$ cat src/rtl/ln_fixed_pkg.sv
// Shared constants for the Q24.40 natural-log unit: number format, FSM state type,
// CORDIC repeat schedule and the atanh(2^-i) table generator.
package ln_fixed_pkg;

  localparam int unsigned FRAC_BITS = 40;
  localparam int unsigned ITERS_DEF = 44;
  localparam int unsigned GUARD_DEF = 4;
  localparam int unsigned TAB_LEN   = 64;

  localparam logic signed [63:0] LN2_Q40         = 64'sh0000_00B1_7217_F7D2;
  localparam logic signed [63:0] LN_DOMAIN_VALUE = 64'sh8000_0000_0000_0000;

  typedef enum logic [2:0] {
    IDLE        = 3'd0,
    NORM        = 3'd1,
    CALL_CORDIC = 3'd2,
    WAIT_CORE   = 3'd3,
    COMBINE     = 3'd4,
    DONE        = 3'd5
  } ln_state_e;

  // Hyperbolic CORDIC only converges if these iterations are executed twice.
  function automatic logic is_repeat(input logic [5:0] i);
    return (i == 6'd4) || (i == 6'd13) || (i == 6'd40);
  endfunction

  // atanh(2^-i) = sum t^(2n+1)/(2n+1), t = 2^-i, summed at 2^-120 resolution and
  // rounded to 'frac' fractional bits. Evaluated only at elaboration.
  function automatic logic [63:0] atanh_q(input int unsigned i, input int unsigned frac);
    logic [127:0] acc;
    int unsigned  e;
    acc = '0;
    if (i == 0) return '0;
    for (int unsigned n = 0; i * (2 * n + 1) <= 120; n++) begin
      e   = 120 - i * (2 * n + 1);
      acc = acc + ((128'd1 << e) / 128'(2 * n + 1));
    end
    acc = acc + (128'd1 << (119 - frac));
    return 64'(acc >> (120 - frac));
  endfunction

endpackage

$ cat src/rtl/cordic_hyp_vectoring.sv
// Iterative hyperbolic CORDIC in vectoring mode: drives Y to zero and accumulates
// Z = atanh(Y0/X0). One iteration per clock; start loads operands, done pulses once.
module cordic_hyp_vectoring
  import ln_fixed_pkg::*;
#(
  parameter int unsigned ITERS = ITERS_DEF,
  parameter int unsigned GUARD = GUARD_DEF
) (
  input  logic               clk,
  input  logic               rst_n,
  input  logic               start,
  input  logic signed [63:0] x0,
  input  logic signed [63:0] y0,
  input  logic signed [63:0] z0,
  output logic               done,
  output logic signed [63:0] z
);

  localparam logic [5:0] LAST_ITER = 6'(ITERS);

  logic [63:0] tab [TAB_LEN];

  for (genvar g = 0; g < TAB_LEN; g++) begin : g_tab
    localparam logic [63:0] ATANH_VAL = atanh_q(g, FRAC_BITS + GUARD);
    assign tab[g] = ATANH_VAL;
  end

  logic signed [63:0] x;
  logic signed [63:0] y;
  logic signed [63:0] x_sh;
  logic signed [63:0] y_sh;
  logic signed [63:0] ang;
  logic [5:0]         iter;
  logic               rep_done;
  logic               busy;
  logic               hold;
  logic               last;

  always_comb begin
    x_sh = x >>> iter;
    y_sh = y >>> iter;
    ang  = signed'(tab[iter]);
    hold = is_repeat(iter) && !rep_done;
    last = (iter == LAST_ITER) && !hold;
  end

  // Rotation direction chosen so that Y shrinks towards zero while Z gathers the angle.
  always_ff @(posedge clk or negedge rst_n) begin
    if (!rst_n) begin
      x        <= '0;
      y        <= '0;
      z        <= '0;
      iter     <= 6'd1;
      rep_done <= 1'b0;
      busy     <= 1'b0;
      done     <= 1'b0;
    end else begin
      done <= 1'b0;
      if (start) begin
        x        <= x0;
        y        <= y0;
        z        <= z0;
        iter     <= 6'd1;
        rep_done <= 1'b0;
        busy     <= 1'b1;
      end else if (busy) begin
        if (!y[63]) begin
          x <= x - y_sh;
          y <= y - x_sh;
          z <= z + ang;
        end else begin
          x <= x + y_sh;
          y <= y + x_sh;
          z <= z - ang;
        end
        if (last) begin
          busy <= 1'b0;
          done <= 1'b1;
        end else if (hold) begin
          rep_done <= 1'b1;
        end else begin
          rep_done <= 1'b0;
          iter     <= iter + 6'd1;
        end
      end
    end
  end

endmodule

$ cat src/rtl/ln_high_precision_wrapper.sv
// Q24.40 natural logarithm: x = 2^k * m, ln(x) = k*ln2 + 2*atanh((m-1)/(m+1)).
// Optional LN_DOMAIN_CHECK_EN flags x <= 0 with domain_err and a sentinel result.
module ln_high_precision_wrapper
  import ln_fixed_pkg::*;
#(
  parameter int unsigned ITERS = ITERS_DEF,
  parameter int unsigned GUARD = GUARD_DEF
) (
  input  logic               clk,
  input  logic               rst_n,
  input  logic signed [63:0] x_in,
  input  logic               x_in_valid,
  output logic               x_in_ready,
  output logic signed [63:0] ln_out,
  output logic               output_valid,
  input  logic               output_ready,
  output logic               domain_err
);

  localparam logic signed [63:0] ONE_Z = 64'sd1 <<< (FRAC_BITS + GUARD);

  ln_state_e          state;
  logic signed [63:0] x_reg;
  logic [63:0]        m_reg;
  logic signed [6:0]  k_reg;
  logic               core_start;
  logic               core_done;
  logic signed [63:0] core_z;

  logic [5:0]         msb;
  logic [63:0]        norm;
  logic signed [6:0]  k_next;
  logic signed [63:0] core_x0;
  logic signed [63:0] core_y0;
  logic signed [63:0] k_wide;
  logic signed [63:0] ln_next;

  always_comb begin
    msb = '0;
    for (int unsigned b = 0; b < 64; b++) begin
      if (x_reg[b]) msb = 6'(b);
    end
    if (msb >= 6'd40) norm = x_reg >> (msb - 6'd40);
    else              norm = x_reg << (6'd40 - msb);
    k_next  = $signed({1'b0, msb}) - 7'sd40;
    core_x0 = signed'(m_reg << GUARD) + ONE_Z;
    core_y0 = signed'(m_reg << GUARD) - ONE_Z;
    k_wide  = {{57{k_reg[6]}}, k_reg};
    ln_next = ((core_z <<< 1) >>> GUARD) + k_wide * LN2_Q40;
  end

  cordic_hyp_vectoring #(
    .ITERS (ITERS),
    .GUARD (GUARD)
  ) u_cordic (
    .clk   (clk),
    .rst_n (rst_n),
    .start (core_start),
    .x0    (core_x0),
    .y0    (core_y0),
    .z0    ('0),
    .done  (core_done),
    .z     (core_z)
  );

  always_ff @(posedge clk or negedge rst_n) begin
    if (!rst_n) begin
      state        <= IDLE;
      x_in_ready   <= 1'b0;
      output_valid <= 1'b0;
      ln_out       <= '0;
      x_reg        <= '0;
      m_reg        <= '0;
      k_reg        <= '0;
      core_start   <= 1'b0;
`ifdef LN_DOMAIN_CHECK_EN
      domain_err   <= 1'b0;
`endif
    end else begin
      case (state)
        IDLE: begin
          if (x_in_ready && x_in_valid) begin
            x_reg      <= x_in;
            x_in_ready <= 1'b0;
            state      <= NORM;
          end else begin
            x_in_ready <= 1'b1;
          end
        end
        NORM: begin
          m_reg <= norm;
          k_reg <= k_next;
`ifdef LN_DOMAIN_CHECK_EN
          if (x_reg <= 64'sd0) begin
            state <= DONE;
          end else begin
            core_start <= 1'b1;
            state      <= CALL_CORDIC;
          end
`else
          core_start <= 1'b1;
          state      <= CALL_CORDIC;
`endif
        end
        CALL_CORDIC: begin
          core_start <= 1'b0;
          state      <= WAIT_CORE;
        end
        WAIT_CORE: begin
          if (core_done) state <= COMBINE;
        end
        COMBINE: begin
          ln_out       <= ln_next;
          output_valid <= 1'b1;
          state        <= DONE;
        end
        DONE: begin
`ifdef LN_DOMAIN_CHECK_EN
          // Domain errors arrive here with output_valid still low; present the sentinel first.
          if (!output_valid) begin
            ln_out       <= LN_DOMAIN_VALUE;
            domain_err   <= 1'b1;
            output_valid <= 1'b1;
          end else if (output_ready) begin
            output_valid <= 1'b0;
            domain_err   <= 1'b0;
            x_in_ready   <= 1'b1;
            state        <= IDLE;
          end
`else
          if (output_ready) begin
            output_valid <= 1'b0;
            x_in_ready   <= 1'b1;
            state        <= IDLE;
          end
`endif
        end
        default: state <= IDLE;
      endcase
    end
  end

`ifndef LN_DOMAIN_CHECK_EN
  assign domain_err = 1'b0;
`endif

endmodule

$ cat config.mk
export PLATFORM = sky130hd
export DESIGN_NAME = ln_high_precision_wrapper
export DESIGN_NICKNAME = d
export VERILOG_FILES = /design/src/rtl/ln_fixed_pkg.sv /design/src/rtl/cordic_hyp_vectoring.sv /design/src/rtl/ln_high_precision_wrapper.sv
export SDC_FILE = /design/constraint.sdc
export NUM_CORES = 2
export LEC_CHECK = 0
export ABC_AREA = 1
export CAP_MARGIN = 20
export CORE_MARGIN = 2
export CORE_UTILIZATION = 34
export CTS_CLUSTER_SIZE = 10
export DETAILED_ROUTE_END_ITERATION = 6
export GPL_ROUTABILITY_DRIVEN = 0
export GPL_TIMING_DRIVEN = 0
export SETUP_SLACK_MARGIN = 0.4
export SKIP_CTS_REPAIR_TIMING = 1
export SYNTH_ARGS = -nofsm -noshare
export SYNTH_HDL_FRONTEND = slang
export SYNTH_SLANG_ARGS = --single-unit
$ cat constraint.sdc
create_clock -name clk -period 26.2 [get_ports clk]
set_input_delay 5.24 -clock clk [delete_from_list [all_inputs] [get_ports clk]]
set_output_delay 5.24 -clock clk [all_outputs]
set_load 0.02 [all_outputs]
# After elaboration in Yosys (flattened, before gate mapping)
# Memories as Yosys holds them, arrays and structs flattened.
# Index checks and enable logic that the tools add are counted.
# word_totals
regBits,402
rom_bits,4096
output_inout_bits,67
n_memories,1
# mem_list
name,depth,word_bits,read_ports,rd_ports_with_merged_regs,write_ports,line,source
(name not given),64,64,1,0,0,cordic_hyp_vectoring.sv:42,ang = signed'(tab[iter]);
# op_classes
add_sub_neg,13
n_mul,1
n_lt_le_gt_ge,2
n_eq_ne,14
shifts,4
mux,99
bitwise,1
reduce_logical,18
# op_table
op,count
two-way mux 64 bit,11
two-way mux 6 bit,61
adder 64 bit,3
subtractor 64 bit,3
>>> shifter 64 x 6 -> 64 bit,2
"adder 64 x 46 -> 64 bit, second input constant",1
<< shifter 64 x 6 -> 60 bit,1
right shift 64 x 6 -> 60 bit,1
"subtractor 64 x 46 -> 64 bit, second input constant",1
adder 60 x 48 -> 61 bit,1
two-way mux 60 bit,1
"multiplier 7 x 40 -> 47 bit, second input constant",1
two-way mux 3 bit,6
one-hot mux 3 bit (6 select lines),1
two-way mux 1 bit,14
"equality test 6 bit, second input constant",2
"!= test 2 bit, second input constant",4
AND reduction 2 bit,4
nonzero test 2 bit,4
"greater-or-equal comparator 7 bit, second input constant",1
NOT 6 -> 7 bit,1
"subtractor 6 x 6 -> 7 bit, second input constant",1
"adder 6 x 1 -> 6 bit, second input constant",1
"equality test 3 x 2 -> 1 bit, second input constant",2
15 further kinds,24

# Logic depth before layout (Yosys ltp)
# logic_depth
depth_word,66
depth_mapped,79

# Modules after synthesis
# From an unflattened synthesis, not the netlist that was laid out.
# hier_totals
hier_cells,9580
area_unflattened_um2,57707.8
# modules_own_cells
module,instances,cells_per_inst,area_per_inst_um2,seq_area_each_um2
cordic_hyp_vectoring,1,6181,35343.9,5031.1
ln_high_precision_wrapper,1,3399,22363.9,4954.8

# Least setup slack after synthesis
# No wires, ideal clock.
# synth_path
kind,register to register
start,register k_reg[1]
end,register ln_out[59]
setup_ns,0.076
arrival_time_ns,8.586
slack_ns,17.538
path_stages_with_launch,52
path_buffers,0
cell_sequence,dfrtp_1 -> fa_1 -> fa_1 -> fa_1 -> inv_1 -> fa_1 -> inv_1 -> ha_1 -> a21oi_1 -> o21ai_1 -> nand2_1 -> nand2_1 -> a21oi_2 -> nor2_1 -> nor2_1 -> inv_1 -> a21oi_1 -> inv_1 -> [... 16 more ...] -> nor2_1 -> nor2_1 -> o21ai_1 -> nand3_1 -> nand2_1 -> nand3_1 -> nand2_1 -> a31oi_1 -> ha_1 -> nand2_1 -> o21ai_0 -> a21oi_2 -> o21ai_2 -> inv_1 -> o31ai_2 -> a41oi_1 -> xor2_1 -> o21ai_1
# synth_via
elab_chain_cells,2
# synth_lines
element,line,source
"start, declared",ln_high_precision_wrapper.sv:25,logic signed [6:0] k_reg;
"start signal, assigned",ln_high_precision_wrapper.sv:92,k_reg <= k_next;
multiplier 7 x 40 -> 47 bit,ln_high_precision_wrapper.sv:49,ln_next = ((core_z <<< 1) >>> GUARD) + k_wide * LN2_Q40;
adder 60 x 48 -> 61 bit,ln_high_precision_wrapper.sv:49,
"end signal, assigned",ln_high_precision_wrapper.sv:113,ln_out <= ln_next;
"end, declared",ln_high_precision_wrapper.sv:14,"output logic signed [63:0] ln_out,"
# No other way between the ends.
# A chain may end at the register's enable or synchronous reset.

# Worst setup path after layout
# layout_path
start,register u_cordic.iter[0]
end,register u_cordic.y[63]
# layout_via
elab_chain_cells,5
elab_cells_between_ends,6
cone_classes,2 x add/sub; 1 x shift; 3 x mux
# layout_lines
element,line,source
"start, declared",cordic_hyp_vectoring.sv:33,logic [5:0] iter;
"start signal, assigned",cordic_hyp_vectoring.sv:83,iter <= iter + 6'd1;
>>> shifter 64 x 6 -> 64 bit (*),cordic_hyp_vectoring.sv:40,x_sh = x >>> iter;
subtractor 64 bit / adder 64 bit (equally long branches),"cordic_hyp_vectoring.sv:69, cordic_hyp_vectoring.sv:73",
two-way mux 64 bit (*),cordic_hyp_vectoring.sv:67,if (!y[63]) begin
two-way mux 64 bit (*),cordic_hyp_vectoring.sv:66,end else if (busy) begin
two-way mux 64 bit (*),cordic_hyp_vectoring.sv:59,if (start) begin
"end signal, assigned",cordic_hyp_vectoring.sv:61,y <= y0;
"end signal, assigned",cordic_hyp_vectoring.sv:69,y <= y - x_sh;
"end signal, assigned",cordic_hyp_vectoring.sv:73,y <= y + x_sh;
"end, declared",cordic_hyp_vectoring.sv:29,logic signed [63:0] y;
# Mark *: on every way between the ends. The rest lies on a longest branch, timed or not. The select of a mux whose other input is x is not followed.

==> impl_metrics.sql <==
INSERT INTO impl_metrics (metric_group, metric, value, unit) VALUES
('outcome', 'run_status', 'finished with violations', ''),
('outcome', 'failed_checks', 'design-rule violations', ''),
('route', 'routed_wire_length_per_instance', '23.4', 'um'),
('clock_network', 'cts.reportedPaths.clkPinSlew', '0.06', 'ns'),
('global_routing', 'global_route.usage.met2', '43.1', '%'),
('finish', 'n_fill_cell', '16262', ''),
('synthesis', 'synthesis.area_per_instance', '6.51', 'um^2'),
('global_routing', 'initial_antenna_violation_count', '8', ''),
('floorplanning', 'floorplan.rows', '142', ''),
('global_routing', 'largest_net_degree_at_the_start_of_global_routing', '112', ''),
('global_routing', 'met3_usage', '9.98', '%'),
('job', 'drv.max_cap_violation_count', '0', ''),
('clock_network', 'cts_buffers', '52', ''),
('sta', 'final.min_clock_period', '10.23', 'ns'),
('clock_network', 'cts-htree-levels', '2', ''),
('placement', 'detailed_place_hpwl', '194000', 'um'),
('global_routing', 'grt_pass1_wl', '347000', 'um'),
('setup_path', 'critical_path.startpoint_type', 'flip-flop', ''),
('setup_path', 'timing_worst_setup_path_type', 'reg2reg', ''),
('sta', 'report.final.setup_viol', '0', ''),
('setup_path', 'cp.required', '26.75', 'ns'),
('sta', 'worstMarginPinSlew', '1.23', 'ns'),
('clock_network', 'clock-root-buffer', 'sky130_fd_sc_hd__clkbuf_16', ''),
('finish', 'flow.area_growth_from_synthesis', '11.1', '%'),
('placement', 'io_buf_count', '133', ''),
('sta', 'worst_path_setup_slack_after_routing', '15.97', 'ns'),
('sta', 'final_max_slew_viol_count', '0', ''),
('route', 'routed_via_density', '5.87', ''),
('finish', 'numnets_final', '8629', ''),
('clock_network', 'cts.sink_count', '398', ''),
('synthesis', 'post_synthesis_register_bit_count', '398', ''),
('floorplanning', 'dieHeight', '394', 'um'),
('global_routing', 'grt_util_all_layers', '29.3', '%'),
('placement', 'pre_cts_ws', '16.10', 'ns'),
('global_routing', 'grt_overflow', '0', ''),
('route', 'drt-total-wl', '238000', 'um'),
('clock_network', 'ctsLongestPathBuffers', '3', ''),
('route', 'vias', '59710', ''),
('clock_network', 'clock_tree_from_tritoncts', 'yes', ''),
('setup_path', 'cell_repeated_most_along_the_worst_path', 'sky130_fd_sc_hd__nand2_1', ''),
('synthesis', 'syn_area', '51600', 'um^2'),
('synthesis', 'sequential_to_total_area_share_from_yosys_stat', '19.3', '%'),
('finish', 'fin_cells', '10179', ''),
('synthesis', 'netlist_instances', '7920', ''),
('placement', 'placed_instance_count', '10080', ''),
('sta', 'unrepaired_setup_endpoints_after_global_routing', 'no', ''),
('synthesis', 'async_reset_ff_share', '100', '%'),
('setup_path', 'worst_ep_arrival_time', '10.78', 'ns'),
('worst_hold_path', 'hold_path_class', 'reg2reg', ''),
('synthesis', 'synth_warnings', '0', ''),
('sta', 'hold_slack', '0.474', 'ns'),
('route', 'drtPass1Iterations', '7', ''),
('global_routing', 'first_global_vias', '55573', ''),
('setup_path', 'critical_path_capture_point_type', 'flip-flop', ''),
('synthesis', 'syn-num-nets', '8427', ''),
('sta', 'final.setup_skew', '0.0417', 'ns'),
('floorplanning', 'ioPinCount', '135', ''),
('sta', 'max-slew-margin-rel', '17.8', '%'),
('route', 'drtIter0Drc', '8905', ''),
('finish', 'post_route_cells_drive_above_1_share', '6.50', '%'),
('synthesis', 'number_of_enable_flip_flop_cells_after_synthesis', '0', ''),
('global_routing', 'top_usage_layer', 'met2', ''),
('setup_path', 'cp_max_fanout', '10', ''),
('sta', 'clock.fmax', '0.0978', 'GHz'),
('route', 'remaining_drc_errors', '516', ''),
('synthesis', 'synth_cell_type_count', '89', ''),
('setup_path', 'critical-path-slowest-cell', 'sky130_fd_sc_hd__dfstp_2', ''),
('sta', 'timing.setup.tns', '0', 'ns'),
('route', 'ant_nets', '0', ''),
('sta', 'timing_hold_violations_final', '0', ''),
('synthesis', 'dominantRegCellSynth', 'sky130_fd_sc_hd__dfrtp_1', ''),
('sta', 'finalCritPeriodShare', '39.0', '%'),
('global_routing', 'met1_usage', '35.7', '%'),
('floorplanning', 'fp.coreArea', '150000', 'um^2'),
('floorplanning', 'die-width', '394', 'um'),
('setup_path', 'critical_path.max_stage_delay', '0.70', 'ns'),
('floorplanning', 'effective_utilization_at_floorplan', '34.3', '%'),
('floorplanning', 'design.die.area', '155000', 'um^2'),
('clock_network', 'worstSkewPairLatency', '0.69', 'ns');
==> path summary, 6_finish.rpt <==
check / slack, ns / endpoint / depth (start not counted) / from
worst max-delay path: 15.97 / u_cordic.y[63]$_DFFE_PN0P_ / 59 / u_cordic.iter[0]$_DFFE_PN1P_
worst min-delay path: 0.47 / output_valid$_DFFE_PN0P_ / 2 / output_valid$_DFFE_PN0P_
worst max register to register: 15.97 / u_cordic.y[63]$_DFFE_PN0P_ / 59 / u_cordic.iter[0]$_DFFE_PN1P_
worst min register to register: 0.47 / output_valid$_DFFE_PN0P_ / 2 / output_valid$_DFFE_PN0P_
max in group asynchronous: 19.53 / u_cordic.y[52]$_DFFE_PN0P_ / 4 / rst_n
min in group asynchronous: 4.54 / ln_out[40]$_DFFE_PN0P_ / 1 / rst_n
==> worst max-delay path, delay by kind of cell, from the launching register on <==
family          cells  cell delay [ns]
fa+ha+maj           2             0.55
simple gates       18             1.85
buf+inv            11             1.43
compound gates     24             4.25
mux                 4             1.26
flops               1             0.70
==> cell usage in the layout (no fill, tap or decap), types with 41 or more instances in the layout <==
master,netlist,routed
sky130_fd_sc_hd__o211ai_1,41,41
sky130_fd_sc_hd__o21ai_0,578,577
sky130_fd_sc_hd__buf_2,71,71
sky130_fd_sc_hd__dfrtp_1,397,397
sky130_fd_sc_hd__clkbuf_16,0,53
sky130_fd_sc_hd__mux2i_1,166,166
sky130_fd_sc_hd__buf_1,52,52
sky130_fd_sc_hd__nand3_1,1022,1022
sky130_fd_sc_hd__xnor2_1,162,162
sky130_fd_sc_hd__a21oi_1,420,420
sky130_fd_sc_hd__clkbuf_1,191,202
sky130_fd_sc_hd__clkdlybuf4s50_1,0,132
sky130_fd_sc_hd__o21ai_2,59,59
sky130_fd_sc_hd__xor2_1,220,220
sky130_fd_sc_hd__inv_1,798,798
sky130_fd_sc_hd__o21ai_1,138,139
sky130_fd_sc_hd__inv_2,45,45
sky130_fd_sc_hd__nand2_1,1925,1925
sky130_fd_sc_hd__nor3_1,50,50
sky130_fd_sc_hd__nand4_1,48,48
sky130_fd_sc_hd__ha_1,382,382
sky130_fd_sc_hd__nor2_1,462,462
sky130_fd_sc_hd__o221ai_1,82,82
sky130_fd_sc_hd__fa_1,57,57
sky130_fd_sc_hd__or2_2,53,53
==> routing by layer <==
layer / wire length (um) / part of all wire (%)
met3: 30600 / 13
met5: 240 / 0.10
met4: 21700 / 9.1
met1: 90300 / 38
met2: 95000 / 40
==> synth_stat cells (28+ instances only) <==
cell type                  instances  area share [%]
sky130_fd_sc_hd__ha_1            382             9.3
sky130_fd_sc_hd__nand2_1        1925              14
sky130_fd_sc_hd__nor2_1          462             3.4
sky130_fd_sc_hd__buf_2            71            0.69
sky130_fd_sc_hd__clkbuf_1        191             1.4
sky130_fd_sc_hd__nand4_1          48            0.58
sky130_fd_sc_hd__inv_2            45            0.33
sky130_fd_sc_hd__nand2_2          28            0.34
sky130_fd_sc_hd__nand3_1        1022             9.9
sky130_fd_sc_hd__buf_1            52            0.38
sky130_fd_sc_hd__o211ai_1         41            0.60
sky130_fd_sc_hd__o21ai_2          59             1.0
sky130_fd_sc_hd__or2_2            53            0.64
sky130_fd_sc_hd__nor3_1           50            0.49
sky130_fd_sc_hd__o22ai_1          34            0.41
sky130_fd_sc_hd__o221ai_1         82             1.4
sky130_fd_sc_hd__a31oi_1          36            0.44
sky130_fd_sc_hd__dfrtp_1         397              19
sky130_fd_sc_hd__a22oi_1          35            0.51
sky130_fd_sc_hd__buf_4            35            0.51
sky130_fd_sc_hd__o21ai_0         578             5.6
sky130_fd_sc_hd__nor4_1           30            0.36
sky130_fd_sc_hd__a21oi_1         420             4.1
sky130_fd_sc_hd__inv_1           798             5.8
sky130_fd_sc_hd__xor2_1          220             3.7
sky130_fd_sc_hd__fa_1             57             2.2
sky130_fd_sc_hd__o21ai_1         138             1.3
sky130_fd_sc_hd__buf_6            29            0.63
sky130_fd_sc_hd__mux2i_1         166             3.2
sky130_fd_sc_hd__xnor2_1         162             2.8
==> cell families after synthesis <==
family	Yosys count	synth area share (%)
AND/OR/NAND/NOR	3688	30.9
AO/OA/AOI/OAI	1599	18.4
buffers and inverters	1245	10.2
adder cells (fa/ha/maj)	439	11.5
flip-flops	398	19.3
XOR/XNOR	382	6.49
multiplexers	168	3.26
other	1	0.00727
==> through the flow <==
stage               util [%]  area [um^2]
floorplan                  -        51600
global placement        36.9        55400
detailed placement      37.0        55600
CTS                     38.1        57300
global route            38.1        57300
finish                  38.1        57300
==> final cells by class <==
class | count | area (um^2) | share of cell area [%]
buffer | 392 | 2040 | 3.56
tap | 2016 | 2520 | 4.40
clock buffer | 73 | 1480 | 2.58
clock inverter | 13 | 133 | 0.231
multi-input combinational | 6277 | 36400 | 63.5
sequential | 398 | 9960 | 17.4
timing repair buffer | 148 | 1580 | 2.75
inverter | 853 | 3200 | 5.59
antenna | 9 | 22.5 | 0.0393
Power is left out: the tool's default activity adds up to more than one toggle a clock period on the data nets, which glitch-free logic cannot reach.
==> patch (same settings) <==
The option `LN_DOMAIN_CHECK_EN` is turned on by a define.
--- a/src/rtl/ln_high_precision_wrapper.sv
+++ b/src/rtl/ln_high_precision_wrapper.sv
@@ -1,5 +1,7 @@
 // Q24.40 natural logarithm: x = 2^k * m, ln(x) = k*ln2 + 2*atanh((m-1)/(m+1)).
 // Optional LN_DOMAIN_CHECK_EN flags x <= 0 with domain_err and a sentinel result.
+`define LN_DOMAIN_CHECK_EN
+
 module ln_high_precision_wrapper
   import ln_fixed_pkg::*;
 #(
Behaviour: no difference found for any inputs over 4 cycles, from zero or initial values and one cycle with rst_n low; that may be too few to reach the edited logic, so the function may still have changed.
==> patch against the unedited design <==
The flow still finishes with violations (design-rule violations); fmax increased by 1.2%; final area increased by 0.67%; global-route usage increased by 1.3 points; worst setup slack improved by 0.12 ns; sequential cell count increased by 2; wire length increased by 4.7%; die area increased by 0.24%; critical path depth decreased by 11; area after synthesis increased by 0.24%; critical path type unchanged.
Power is not shown: default switching activity piles up to over one toggle a cycle in this logic, so the estimate is an artifact.
==> patch: results (changes against the unedited design) <==
----------------------------------------------------
[Routing]
  First-iteration detailed-routing DRC count ... 9,528 (+7.0%)
  Final WL ... 249.1 mm (+4.7%)
  First-pass detailed-route iteration total ... 7 (unchanged)
  Via count normalized by instance count ... 5.921 (+0.93%)
  Count of unresolved DRC violations after routing ... 1,341 (+160%)

[Synth]
  Primary FF master, synth ... dfrtp_1
  Async SR Flop Fraction ... 1.000 (unchanged)
  Synthesis warning total ... 0 (unchanged)
  Seq/Total Area, Yosys ... 0.1936 (+0.0005053)
  Net Count, Synth ... 8,645 (+2.6%)
  Ranking of synthesized cells by instance count ... 2,106 x nand2_1, 979 x nand3_1, 874 x inv_1
  Netlist cell types ... 81 (-9.0%)
  Number of enable flip-flop cells after synthesis ... 0 (unchanged)
  Cell types with the largest area share after synthesis ... dfrtp_1 19%, nand2_1 15%, nand3_1 9.5%

[Global routing]
  Maximum number of pins on one net before global-route repair ... 98 (-13%)
  GRT Total Usage ... 0.3061 (+0.01305)
  Initial antenna violation count ... 11 (+3)
  Global-route wire length before repair ... 361.5 mm (+4.1%)
  Via count of the first global-routing pass ... 57,080 (+2.7%)

[Hold path]
  Worst hold-check path type ... flip-flop to flip-flop
  Instance count along the most critical hold path ... 2 (unchanged)
  Endpoint of the worst hold-timing path ... ln_out[11]
  Worst hold path startpoint ... ln_out[11]

[Placed design]
  DP HPWL ... 204.3 mm (+5.4%)
  Port-buffer cells ... 134 (+0.75%)
  Worst slack, placed ... 16.66 ns (+0.5602 ns)

[Clock network]
  CTS H-tree lvls ... 2 (unchanged)
  Clock insertion delay at the later pin of the skew report ... 0.69 ns (about the same)
  CTS root buffer ... clkbuf_16
  Total CTS buffers ... 52 (unchanged)
  Clock transition at path regs ... 0.08 ns (+0.02 ns)
  Maximum buffer depth of the clock tree ... 3 (unchanged)

[Worst setup path]
  Reg2Reg Launch Point ... u_cordic.iter[0]
  Worst Reg-to-Reg Cells ... 48 (-19%)
  Endpoint of the worst-slack reg-to-reg timing path ... u_cordic.y[61]
  Highest net fanout along the worst path ... 10 (unchanged)
  Largest delay contributor family on the critical path ... compound AO/OA/AOI/OAI gates
  Critical Path Slowest Stage Cell ... o21ai_0
  Arrival time reported for the critical path endpoint ... 10.66 ns (-0.12 ns)
  Crit path largest cell delay ... 0.81 ns (+0.11 ns)
  R2r setup slk ... 16.09 ns (+0.12 ns)

[Final layout]
  Net count, final ... 8,860 (+2.7%)
  Layout cell share with drive strength beyond 1 ... 0.05237 (-0.01263)

[Timing]
  Worst-case headroom to the max-slew limit ... 0.2028 (+0.02472)
  Maximum clock skew at final layout ... 0.03927 ns (-0.002418 ns)

[Outcome]
  Violated checks ... design-rule violations
  Run status ... finished with violations

----------------------------------------------------
patch: layer usage:
| metal | vias to the layer above | wire length [um] | global-route usage |
|---|---|---|---|
| li1 | 27750 | - | - |
| met1 | 28490 | 94190 | 0.3782 |
| met2 | 4226 | 98920 | 0.4425 |
| met3 | 1194 | 34690 | 0.1186 |
| met4 | 22 | 20750 | 0.1921 |
| met5 | - | 517 | 0.01447 |
patch: layout make-up:
cell class,instances,area [um2]
fill,16430,93840
multi-input combinational,6436,36540
sequential,400,10010
inverter,911,3420
tap,2030,2540
timing repair buffer,161,1777
buffer,391,1768
clock buffer,67,1428
clock inverter,17,217.7
antenna,6,15.01
patch: cell families (layout without fill, tap and decap cells):
kind of cell / Yosys count / after routing / synth area share
other: 0 / 6 / 0
DFF: 400 / 400 / 0.1936
xor gates and xnor gates: 292 / 292 / 0.04945
and+or+nand+nor: 3910 / 3910 / 0.3186
muxes: 189 / 189 / 0.03658
AOI/OAI and AO/OA: 1606 / 1606 / 0.1870
adders and majority gates: 439 / 439 / 0.1145
buffers and inverters: 1302 / 1547 / 0.1003
patch: per-stage QoR:
step / instances / hold WS [ns] / instance area [um2] / util
2_1_floorplan: 8138 / 0.4492 / 51710 / -
3_3_place_gp: 10300 / 0.4682 / 55600 / 0.3669
3_5_place_dp: 10320 / 0.4666 / 55960 / 0.3693
4_1_cts: 10410 / 0.4824 / 57610 / 0.3801
5_1_grt: 10410 / 0.5055 / 57700 / 0.3807
6_report: 10420 / 0.4815 / 57710 / 0.3808
patch: worst register-to-register path, delay by kind of cell, from the launching register on:
family | cells | cell delay, ns
XOR/XNOR | 1 | 0.22
multiplexers | 2 | 0.79
buffers and inverters | 11 | 1.41
adder cells (fa/ha/maj) | 1 | 0.40
flip-flops | 1 | 0.62
AO/OA/AOI/OAI | 18 | 4.34
AND/OR/NAND/NOR | 15 | 2.16
patch: how the worst max path moves through the flow:
stage / cells past startpoint / slack (ns) / start / to
floorplan: 46 / 17.40 / k_reg[1] / ln_out[59]
global placement: 1 / 0.68 / rst_n / u_cordic.x[55]
detailed placement: 47 / 16.66 / k_reg[1] / ln_out[59]
CTS: 47 / 16.61 / k_reg[1] / ln_out[59]
global route: 56 / 15.87 / u_cordic.iter[0] / u_cordic.x[62]
finish: 48 / 16.09 / u_cordic.iter[0] / u_cordic.y[61]
